--- config.mk ---
export PLATFORM = sky130hd
export DESIGN_NAME = mem_port_arbiter
export DESIGN_NICKNAME = d
export VERILOG_FILES = /design/src/rtl/pipeline_pkg.sv /design/src/rtl/mem_arb_starve_ctr.sv /design/src/rtl/mem_port_arbiter.sv
export SDC_FILE = /design/constraint.sdc
export NUM_CORES = 1
export LEC_CHECK = 0
export CAP_MARGIN = 30
export CELL_PAD_IN_SITES_DETAIL_PLACEMENT = 1
export CELL_PAD_IN_SITES_GLOBAL_PLACEMENT = 2
export CORE_MARGIN = 2
export CORE_UTILIZATION = 22
export DETAILED_ROUTE_END_ITERATION = 16
export PLACE_DENSITY_LB_ADDON = 0.15
export SKIP_LAST_GASP = 1
export SYNTH_ARGS = -nofsm -noshare
export SYNTH_HDL_FRONTEND = slang
export SYNTH_HIERARCHICAL = 1
export SYNTH_SLANG_ARGS = --single-unit
export TNS_END_PERCENT = 100
--- constraint.sdc ---
create_clock -name clk_i -period 1.98 [get_ports clk_i]
set_input_delay 0.396 -clock clk_i [delete_from_list [all_inputs] [get_ports clk_i]]
set_output_delay 0.396 -clock clk_i [all_outputs]
set_load 0.01 [all_outputs]
--- src/rtl/pipeline_pkg.sv ---
// -----------------------------------------------------------------------------
// pipeline_pkg
//  Shared types and constants for the unified-memory port arbiter.
//  Contents:
//    arb_state_t  - arbiter FSM encoding (IDLE / BUSY_IF / BUSY_DM)
//    OWNER_IF/DM  - requester identifiers
//    ADDR_W_DEF / DATA_W_DEF - default bus widths
//    busy_state() - maps a requester to its BUSY state
// -----------------------------------------------------------------------------
package pipeline_pkg;

  localparam int ADDR_W_DEF = 32;
  localparam int DATA_W_DEF = 32;

  typedef enum logic [1:0] {
    IDLE    = 2'd0,
    BUSY_IF = 2'd1,
    BUSY_DM = 2'd2
  } arb_state_t;

  localparam logic OWNER_IF = 1'b0;
  localparam logic OWNER_DM = 1'b1;

  function automatic arb_state_t busy_state(input logic owner);
    return (owner == OWNER_DM) ? BUSY_DM : BUSY_IF;
  endfunction

endpackage

--- src/rtl/mem_arb_starve_ctr.sv ---
// -----------------------------------------------------------------------------
// mem_arb_starve_ctr
//  Counts consecutive DM grants that were won while IF was also requesting.
//  Once the count reaches MAX_WAIT, force_if_o tells the arbiter to hand the
//  next contested slot to IF. Any IF grant clears the count.
//  Used by mem_port_arbiter only when MEM_ARB_STARVE_GUARD_EN is defined.
//  Ports:
//    clk_i, reset_i  - clock, synchronous active-high reset
//    if_req_i        - IF currently requesting
//    if_gnt_i        - IF granted this cycle
//    dm_gnt_i        - DM granted this cycle
//    force_if_o      - counter has reached MAX_WAIT
// -----------------------------------------------------------------------------
module mem_arb_starve_ctr
  import pipeline_pkg::*;
#(
  parameter int MAX_WAIT = 4
) (
  input  logic clk_i,
  input  logic reset_i,
  input  logic if_req_i,
  input  logic if_gnt_i,
  input  logic dm_gnt_i,
  output logic force_if_o
);

  localparam int CNT_W = $clog2(MAX_WAIT + 1);
  localparam logic [CNT_W-1:0] MAX_CNT = CNT_W'(MAX_WAIT);

  logic [CNT_W-1:0] cnt_q, cnt_d;

  always_comb begin
    cnt_d = cnt_q;
    if (if_gnt_i) begin
      cnt_d = '0;
    end else if (dm_gnt_i && if_req_i && (cnt_q != MAX_CNT)) begin
      // Saturate: a contested DM grant at MAX_CNT cannot happen, but keep
      // the counter from wrapping regardless.
      cnt_d = cnt_q + 1'b1;
    end
  end

  always_ff @(posedge clk_i) begin
    if (reset_i) begin
      cnt_q <= '0;
    end else begin
      cnt_q <= cnt_d;
    end
  end

  assign force_if_o = (cnt_q == MAX_CNT);

endmodule

--- src/rtl/mem_port_arbiter.sv ---
// -----------------------------------------------------------------------------
// mem_port_arbiter
//  Shares one single-ported unified memory between instruction fetch (IF) and
//  data access (DM). One requester is granted at a time (combinationally, from
//  IDLE); its request is registered and held on the memory port until
//  mem_ack_i, and the completion (rvalid + registered read data) is returned
//  on the following cycle, which is again IDLE and may grant immediately.
//  DM wins contested arbitration by default.
//
//  Optional feature macro: MEM_ARB_STARVE_GUARD_EN
//    Defined   - after MAX_WAIT consecutive contested DM grants, the next
//                contested arbitration goes to IF (mem_arb_starve_ctr).
//    Undefined - strict DM priority.
//
//  Ports:
//    clk_i, reset_i                     clock, synchronous active-high reset
//    if_req_i/if_addr_i                 IF read request
//    if_gnt_o/if_rvalid_o/if_rdata_o    IF grant, completion pulse, data
//    if_stall_o                         if_req_i & ~if_rvalid_o
//    dm_req_i/dm_we_i/dm_be_i/
//      dm_addr_i/dm_wdata_i             DM load/store request
//    dm_gnt_o/dm_rvalid_o/dm_rdata_o    DM grant, completion pulse, load data
//    dm_stall_o                         dm_req_i & ~dm_rvalid_o
//    mem_req_o/mem_we_o/mem_be_o/
//      mem_addr_o/mem_wdata_o           registered memory request
//    mem_ack_i/mem_rdata_i              memory completion and read data
// -----------------------------------------------------------------------------
module mem_port_arbiter
  import pipeline_pkg::*;
#(
  parameter int ADDR_W   = ADDR_W_DEF,
  parameter int DATA_W   = DATA_W_DEF,
  parameter int MAX_WAIT = 4
) (
  input  logic                clk_i,
  input  logic                reset_i,
  // instruction fetch
  input  logic                if_req_i,
  input  logic [ADDR_W-1:0]   if_addr_i,
  output logic                if_gnt_o,
  output logic                if_rvalid_o,
  output logic [DATA_W-1:0]   if_rdata_o,
  output logic                if_stall_o,
  // data access
  input  logic                dm_req_i,
  input  logic                dm_we_i,
  input  logic [DATA_W/8-1:0] dm_be_i,
  input  logic [ADDR_W-1:0]   dm_addr_i,
  input  logic [DATA_W-1:0]   dm_wdata_i,
  output logic                dm_gnt_o,
  output logic                dm_rvalid_o,
  output logic [DATA_W-1:0]   dm_rdata_o,
  output logic                dm_stall_o,
  // memory
  output logic                mem_req_o,
  output logic                mem_we_o,
  output logic [DATA_W/8-1:0] mem_be_o,
  output logic [ADDR_W-1:0]   mem_addr_o,
  output logic [DATA_W-1:0]   mem_wdata_o,
  input  logic                mem_ack_i,
  input  logic [DATA_W-1:0]   mem_rdata_i
);

  localparam int BE_W = DATA_W / 8;

  arb_state_t          state_q, state_d;
  logic                mem_we_q, mem_we_d;
  logic [BE_W-1:0]     mem_be_q, mem_be_d;
  logic [ADDR_W-1:0]   mem_addr_q, mem_addr_d;
  logic [DATA_W-1:0]   mem_wdata_q, mem_wdata_d;
  logic                if_rvalid_q, if_rvalid_d;
  logic                dm_rvalid_q, dm_rvalid_d;
  logic [DATA_W-1:0]   if_rdata_q, if_rdata_d;
  logic [DATA_W-1:0]   dm_rdata_q, dm_rdata_d;
  logic                if_gnt, dm_gnt;
  logic                force_if;

`ifdef MEM_ARB_STARVE_GUARD_EN
  mem_arb_starve_ctr #(
    .MAX_WAIT (MAX_WAIT)
  ) u_starve_ctr (
    .clk_i      (clk_i),
    .reset_i    (reset_i),
    .if_req_i   (if_req_i),
    .if_gnt_i   (if_gnt),
    .dm_gnt_i   (dm_gnt),
    .force_if_o (force_if)
  );
`else
  // Strict DM priority; MAX_WAIT has no effect (the expression is constant 0
  // for any legal MAX_WAIT).
  assign force_if = (MAX_WAIT < 0);
`endif

  always_comb begin
    state_d     = state_q;
    mem_we_d    = mem_we_q;
    mem_be_d    = mem_be_q;
    mem_addr_d  = mem_addr_q;
    mem_wdata_d = mem_wdata_q;
    if_rvalid_d = 1'b0;
    dm_rvalid_d = 1'b0;
    if_rdata_d  = if_rdata_q;
    dm_rdata_d  = dm_rdata_q;
    if_gnt      = 1'b0;
    dm_gnt      = 1'b0;

    unique case (state_q)
      IDLE: begin
        // A grant during reset would be discarded by the reset edge, so
        // don't advertise one to the requester.
        if (!reset_i) begin
          dm_gnt = dm_req_i & ~(if_req_i & force_if);
          if_gnt = if_req_i & ~dm_gnt;
        end
        if (dm_gnt) begin
          state_d     = busy_state(OWNER_DM);
          mem_we_d    = dm_we_i;
          mem_be_d    = dm_be_i;
          mem_addr_d  = dm_addr_i;
          mem_wdata_d = dm_wdata_i;
        end else if (if_gnt) begin
          // Instruction fetch is always a full-word read.
          state_d     = busy_state(OWNER_IF);
          mem_we_d    = 1'b0;
          mem_be_d    = '1;
          mem_addr_d  = if_addr_i;
          mem_wdata_d = '0;
        end
      end
      BUSY_IF: begin
        if (mem_ack_i) begin
          state_d     = IDLE;
          if_rvalid_d = 1'b1;
          if_rdata_d  = mem_rdata_i;
        end
      end
      BUSY_DM: begin
        if (mem_ack_i) begin
          state_d     = IDLE;
          dm_rvalid_d = 1'b1;
          // Stores complete with a pulse but keep the last load data.
          if (!mem_we_q) begin
            dm_rdata_d = mem_rdata_i;
          end
        end
      end
      default: state_d = IDLE;
    endcase
  end

  always_ff @(posedge clk_i) begin
    if (reset_i) begin
      state_q     <= IDLE;
      mem_we_q    <= 1'b0;
      mem_be_q    <= '0;
      mem_addr_q  <= '0;
      mem_wdata_q <= '0;
      if_rvalid_q <= 1'b0;
      dm_rvalid_q <= 1'b0;
      if_rdata_q  <= '0;
      dm_rdata_q  <= '0;
    end else begin
      state_q     <= state_d;
      mem_we_q    <= mem_we_d;
      mem_be_q    <= mem_be_d;
      mem_addr_q  <= mem_addr_d;
      mem_wdata_q <= mem_wdata_d;
      if_rvalid_q <= if_rvalid_d;
      dm_rvalid_q <= dm_rvalid_d;
      if_rdata_q  <= if_rdata_d;
      dm_rdata_q  <= dm_rdata_d;
    end
  end

  assign if_gnt_o    = if_gnt;
  assign dm_gnt_o    = dm_gnt;
  assign if_rvalid_o = if_rvalid_q;
  assign dm_rvalid_o = dm_rvalid_q;
  assign if_rdata_o  = if_rdata_q;
  assign dm_rdata_o  = dm_rdata_q;
  assign if_stall_o  = if_req_i & ~if_rvalid_q;
  assign dm_stall_o  = dm_req_i & ~dm_rvalid_q;

  assign mem_req_o   = (state_q != IDLE);
  assign mem_we_o    = mem_we_q;
  assign mem_be_o    = mem_be_q;
  assign mem_addr_o  = mem_addr_q;
  assign mem_wdata_o = mem_wdata_q;

endmodule

==> Word level (Yosys, flattened, before mapping) <==
Index checks and enable logic that the tools add are counted.
{ "classes": {"muxes": 19, "n_eq_ne": 4, "reduce_logical": 10, "bitwise_logic": 9} }
{ "ops": {"columns": ["operator", "count"], "rows": [
  ["$mux W32", 4],
  ["$mux W1", 9],
  ["$mux W4", 2],
  ["$mux W2", 3],
  ["$not A1 Y1", 6],
  ["$reduce_and A2 Y1", 3],
  ["$reduce_or A2 Y1", 3],
  ["$pmux W2 S2", 1],
  ["$reduce_bool A2 Y1", 2],
  ["$and A1 B1 Y1", 3],
  ["$ne A3 B3 Y1 const B", 1],
  ["$reduce_and A3 Y1", 1],
  ["$eq A2 B1 Y1 const B", 1],
  ["$eq A2 B2 Y1 const B", 1],
  ["$logic_not A2 Y1", 1],
  ["$ne A2 B1 Y1 const B", 1]
]} }
{ "word_totals": {"inputBits": 138, "wordCells": 51, "reg_bits": 137, "out_inout_bits": 140} }

==> Longest topological paths before layout <==
{ "depth": {"word_depth": 7, "depth_mapped": 7, "ltp_nobuf": 6} }

==> Worst setup path after synthesis <==
No wires, ideal clock.
{ "synth_timing": {"path_type": "register to output", "start": "register state_q[1]", "end": "output if_gnt_o", "n_path_buf": 1, "required_time_ps": 1584, "arrival_ps": 1281, "stages_incl_launch_ff": 6, "slack_ps": 303, "path_cell_list": "dfxtp_1 -> inv_1 -> ha_1 -> nand2b_2 -> clkbuf_1 -> nor3b_1"} }
{ "synth_between": {"elab_chain_cells": 2} }
{ "synth_rtl": {"columns": ["element", "line_no", "source"], "rows": [
  ["from (decl)", "mem_port_arbiter.sv:66", "arb_state_t state_q, state_d;"],
  ["from (signal assigned)", "mem_port_arbiter.sv:164", "state_q <= state_d;"],
  ["$logic_not A2 Y1", "mem_port_arbiter.sv:108", "unique case (state_q)"],
  ["$mux W1", "mem_port_arbiter.sv:108", null],
  ["to (decl)", "mem_port_arbiter.sv:40", "output logic if_gnt_o,"]
]} }
No other way between the ends.

==> Worst setup path in the final report <==
{ "layout_timing": {"start": "input if_req_i", "end": "output if_stall_o"} }
{ "layout_between": {"elab_chain_cells": 1} }
{ "layout_rtl": {"columns": ["element", "line_no", "source"], "rows": [
  ["from (decl)", "mem_port_arbiter.sv:38", "input logic if_req_i,"],
  ["$and A1 B1 Y1", "mem_port_arbiter.sv:182", "assign if_stall_o = if_req_i & ~if_rvalid_q;"],
  ["to (decl)", "mem_port_arbiter.sv:43", "output logic if_stall_o,"]
]} }
No other way between the ends.

==> impl_metrics.ini <==
[timing]
rsz0062_at_grt = false
period_share = 0.956
fmax_mhz = 528
slew_headroom = 0.603
skew_ns = 0.0101
worst_pin_slew_ns = 0.595
hold_viol_final = 0
fin_hold_ws_ns = 0.375
fin_crit_ns = 1.89
setup_viol = 0
drv_slew = 0

[detailed_routing]
drc = 0
dr.pass1.iters = 4
wl_per_cell_um = 16.8
drt_iter0_markers = 117
viasPerCell = 4.42
wirelength_um = 20500
num_vias = 5400
ant_nets = 0

[power_and_ir_drop]
intPower_mw = 5.68
pwr-share-seq = 0.392
ir_worst_vdd_mv = 0.483
p_total_mw = 7.71
clkPwrFrac = 0.422
combPwrFrac = 0.186
switching_share = 0.263
power.switching_mw = 2.03
p_leak_nw = 3.20
cellPowerDensity_nw_per_um2 = 843

[cts]
htree_levels = 4
cts-buffers-inserted = 17
cts-root-buf = clkbuf_16
insertion_delay_ns = 0.42
clkTransAtPathRegs_ns = 0.06
cts.sinks = 137
tritoncts = yes
clk_path_buf_depth = 2
post_cts_buffers = 0

[yosys]
synth_area_sq_um = 5420
ys_ff_latch = 137
synth_top_area_frac = 0.506
ys_types = 31
ys_seq_area_frac = 0.506
synth_ff_type = dfxtp_1
yosysMostFrequentCell = nand2_1
synthCells = 620
yosys.area.top_type = dfxtp_1
synthTopCellsByCount = nand2_1, dfxtp_1, a21oi_1, mux2i_1, o21ai_0
synth_edf_count = 0
synthesis.nets = 761
ys.warnings.count = 6
async_flop_share = 0
yosys-top-cells-area = dfxtp_1, a21oi_1, nand2_1
avgSynthCellArea_sq_um = 8.74

[layout]
fin_nets = 1026
antenna_cells = 0
area_growth_pct = 68.8
final_area_sq_um = 9150
drive_gt1_frac = 0.113

[global_route]
antenna_found_initial = 0
grt_max_degree = 84
grt_pass1_vias = 5767
grt.total_usage = 0.156
grt_pass1_wl_um = 32100
overflow = 0

[die]
die_area_sq_um = 25900
start_util = 0.224
die_w_um = 161
die_h_um = 161
coreArea_sq_um = 24200
rows = 57
io_pins = 278

[setup_path]
arrival_ns = 1.50
cp_cell_sequence = clkdlybuf4s50_1 -> buf_4 -> nor2b_1 -> dlygate4sd2_1
critPathCaptureType = output port
slowest_delay_ns = 0.51
slowest_stage = clkdlybuf4s50_1
start_kind = input pin
critical_path_buf_inv_count = 3
required_ns = 1.58
critPathMaxFanout = 5
critPathTopFamily = buffers and inverters
critPathKind = in -> out

[placed_design]
port-buffer-count = 277
post-dp-hpwl_um = 14700
routabilityCongestion = 0.827
dpl_cell_area_sq_um = 8530

[status]
status = finished clean

[flow_run]
cap_violations = 0

[worst_hold_path]
min_path_type = in -> reg
timing repair:
action	CTS	global route
resized for setup	9	4
setup endpoints to repair	4	2
hold buffers	0	0
pin swaps	1	0
power by group through the flow:
stage	Combinational, mW	Sequential (mW)	Clock [mW]
finish	1.44	3.02	3.25
global route	1.56	3.04	3.50
CTS	1.46	3.02	3.37
detailed placement	1.46	3.08	0
global placement	1.42	3.07	0
floorplan	0.561	3.14	0
final timing paths:
check                 from            end  slack, ns  cells past startpoint
min               dm_req_i     state_q[1]       0.37                      3
max               if_req_i     if_stall_o       0.09                      4
min reg2reg  dm_rdata_o[8]  dm_rdata_o[8]       0.46                      2
max reg2reg     state_q[0]  mem_addr_o[6]       0.21                      7
kinds of logic (layout without fill, tap and decap cells):
group                    count (synthesis)  in the layout  synth area share
AO/OA/AOI/OAI                          202            202             0.233
AND/OR/NAND/NOR                        189            189             0.141
flip-flops                             137            137             0.506
buffers and inverters                   57            334            0.0535
multiplexers                            32             32            0.0591
adder cells (fa/ha/maj)                  3              3           0.00692
layout make-up:
type / instances / area (sq um)
Tap cell: 324 / 405
Multi-Input combinational cell: 426 / 2400
Timing Repair Buffer: 299 / 2990
Fill cell: 2833 / 15100
Clock inverter: 13 / 169
Inverter: 4 / 15.0
Clock buffer: 18 / 429
Sequential cell: 137 / 2740
layer usage:
layer	track usage	wire length, um	vias to the layer above	share of wire
li1	-	-	2636	-
met1	0.180	8550	2579	0.42
met2	0.271	10200	167	0.50
met3	0.0586	1560	18	0.076
met4	0.0442	214	0	0.010
met5	0	0	-	0
flip-flops by register name, indices dropped and copies added (netlist names):
register,flops
mem_addr_o,32
if_rvalid_o,1
mem_be_o,4
state_q,2
dm_rdata_o,32
dm_rvalid_o,1
mem_wdata_o,32
mem_we_o,1
if_rdata_o,32
cell usage in the layout, fill, tap and decap left out, drive strengths merged, types with 3 or more instances in the layout:
cell type        n
nand2b           4
clkbuf          19
nor3             4
nand2          163
mux2i           32
a211oi          33
inv              7
nor2             8
clkinvlp         4
a21oi          135
ha               3
buf             25
dfxtp          137
bufinv           3
clkinv           3
o21ai           33
clkdlybuf4s50  271
per-stage QoR:
step | std cells | setup slack, ns | TNS [ns] | util
after floorplan | 620 | 0.303 | 0 | -
after global placement | 1188 | -0.300 | -9.72 | 0.351
after detailed placement | 1189 | -0.214 | -0.418 | 0.352
after CTS | 1220 | -0.0965 | -0.0965 | 0.376
after global routing | 1221 | 0.00839 | 0 | 0.377
final | 1221 | 0.0865 | 0 | 0.377
worst reg2reg max path, delay by kind of cell, from the launching register on:
family	cells	cell delay, ns
fa+ha+maj	1	0.20
compound gates	2	0.40
flops	1	0.31
simple gates	1	0.13
buf+inv	3	0.62
(Power assumes the default switching activity.)
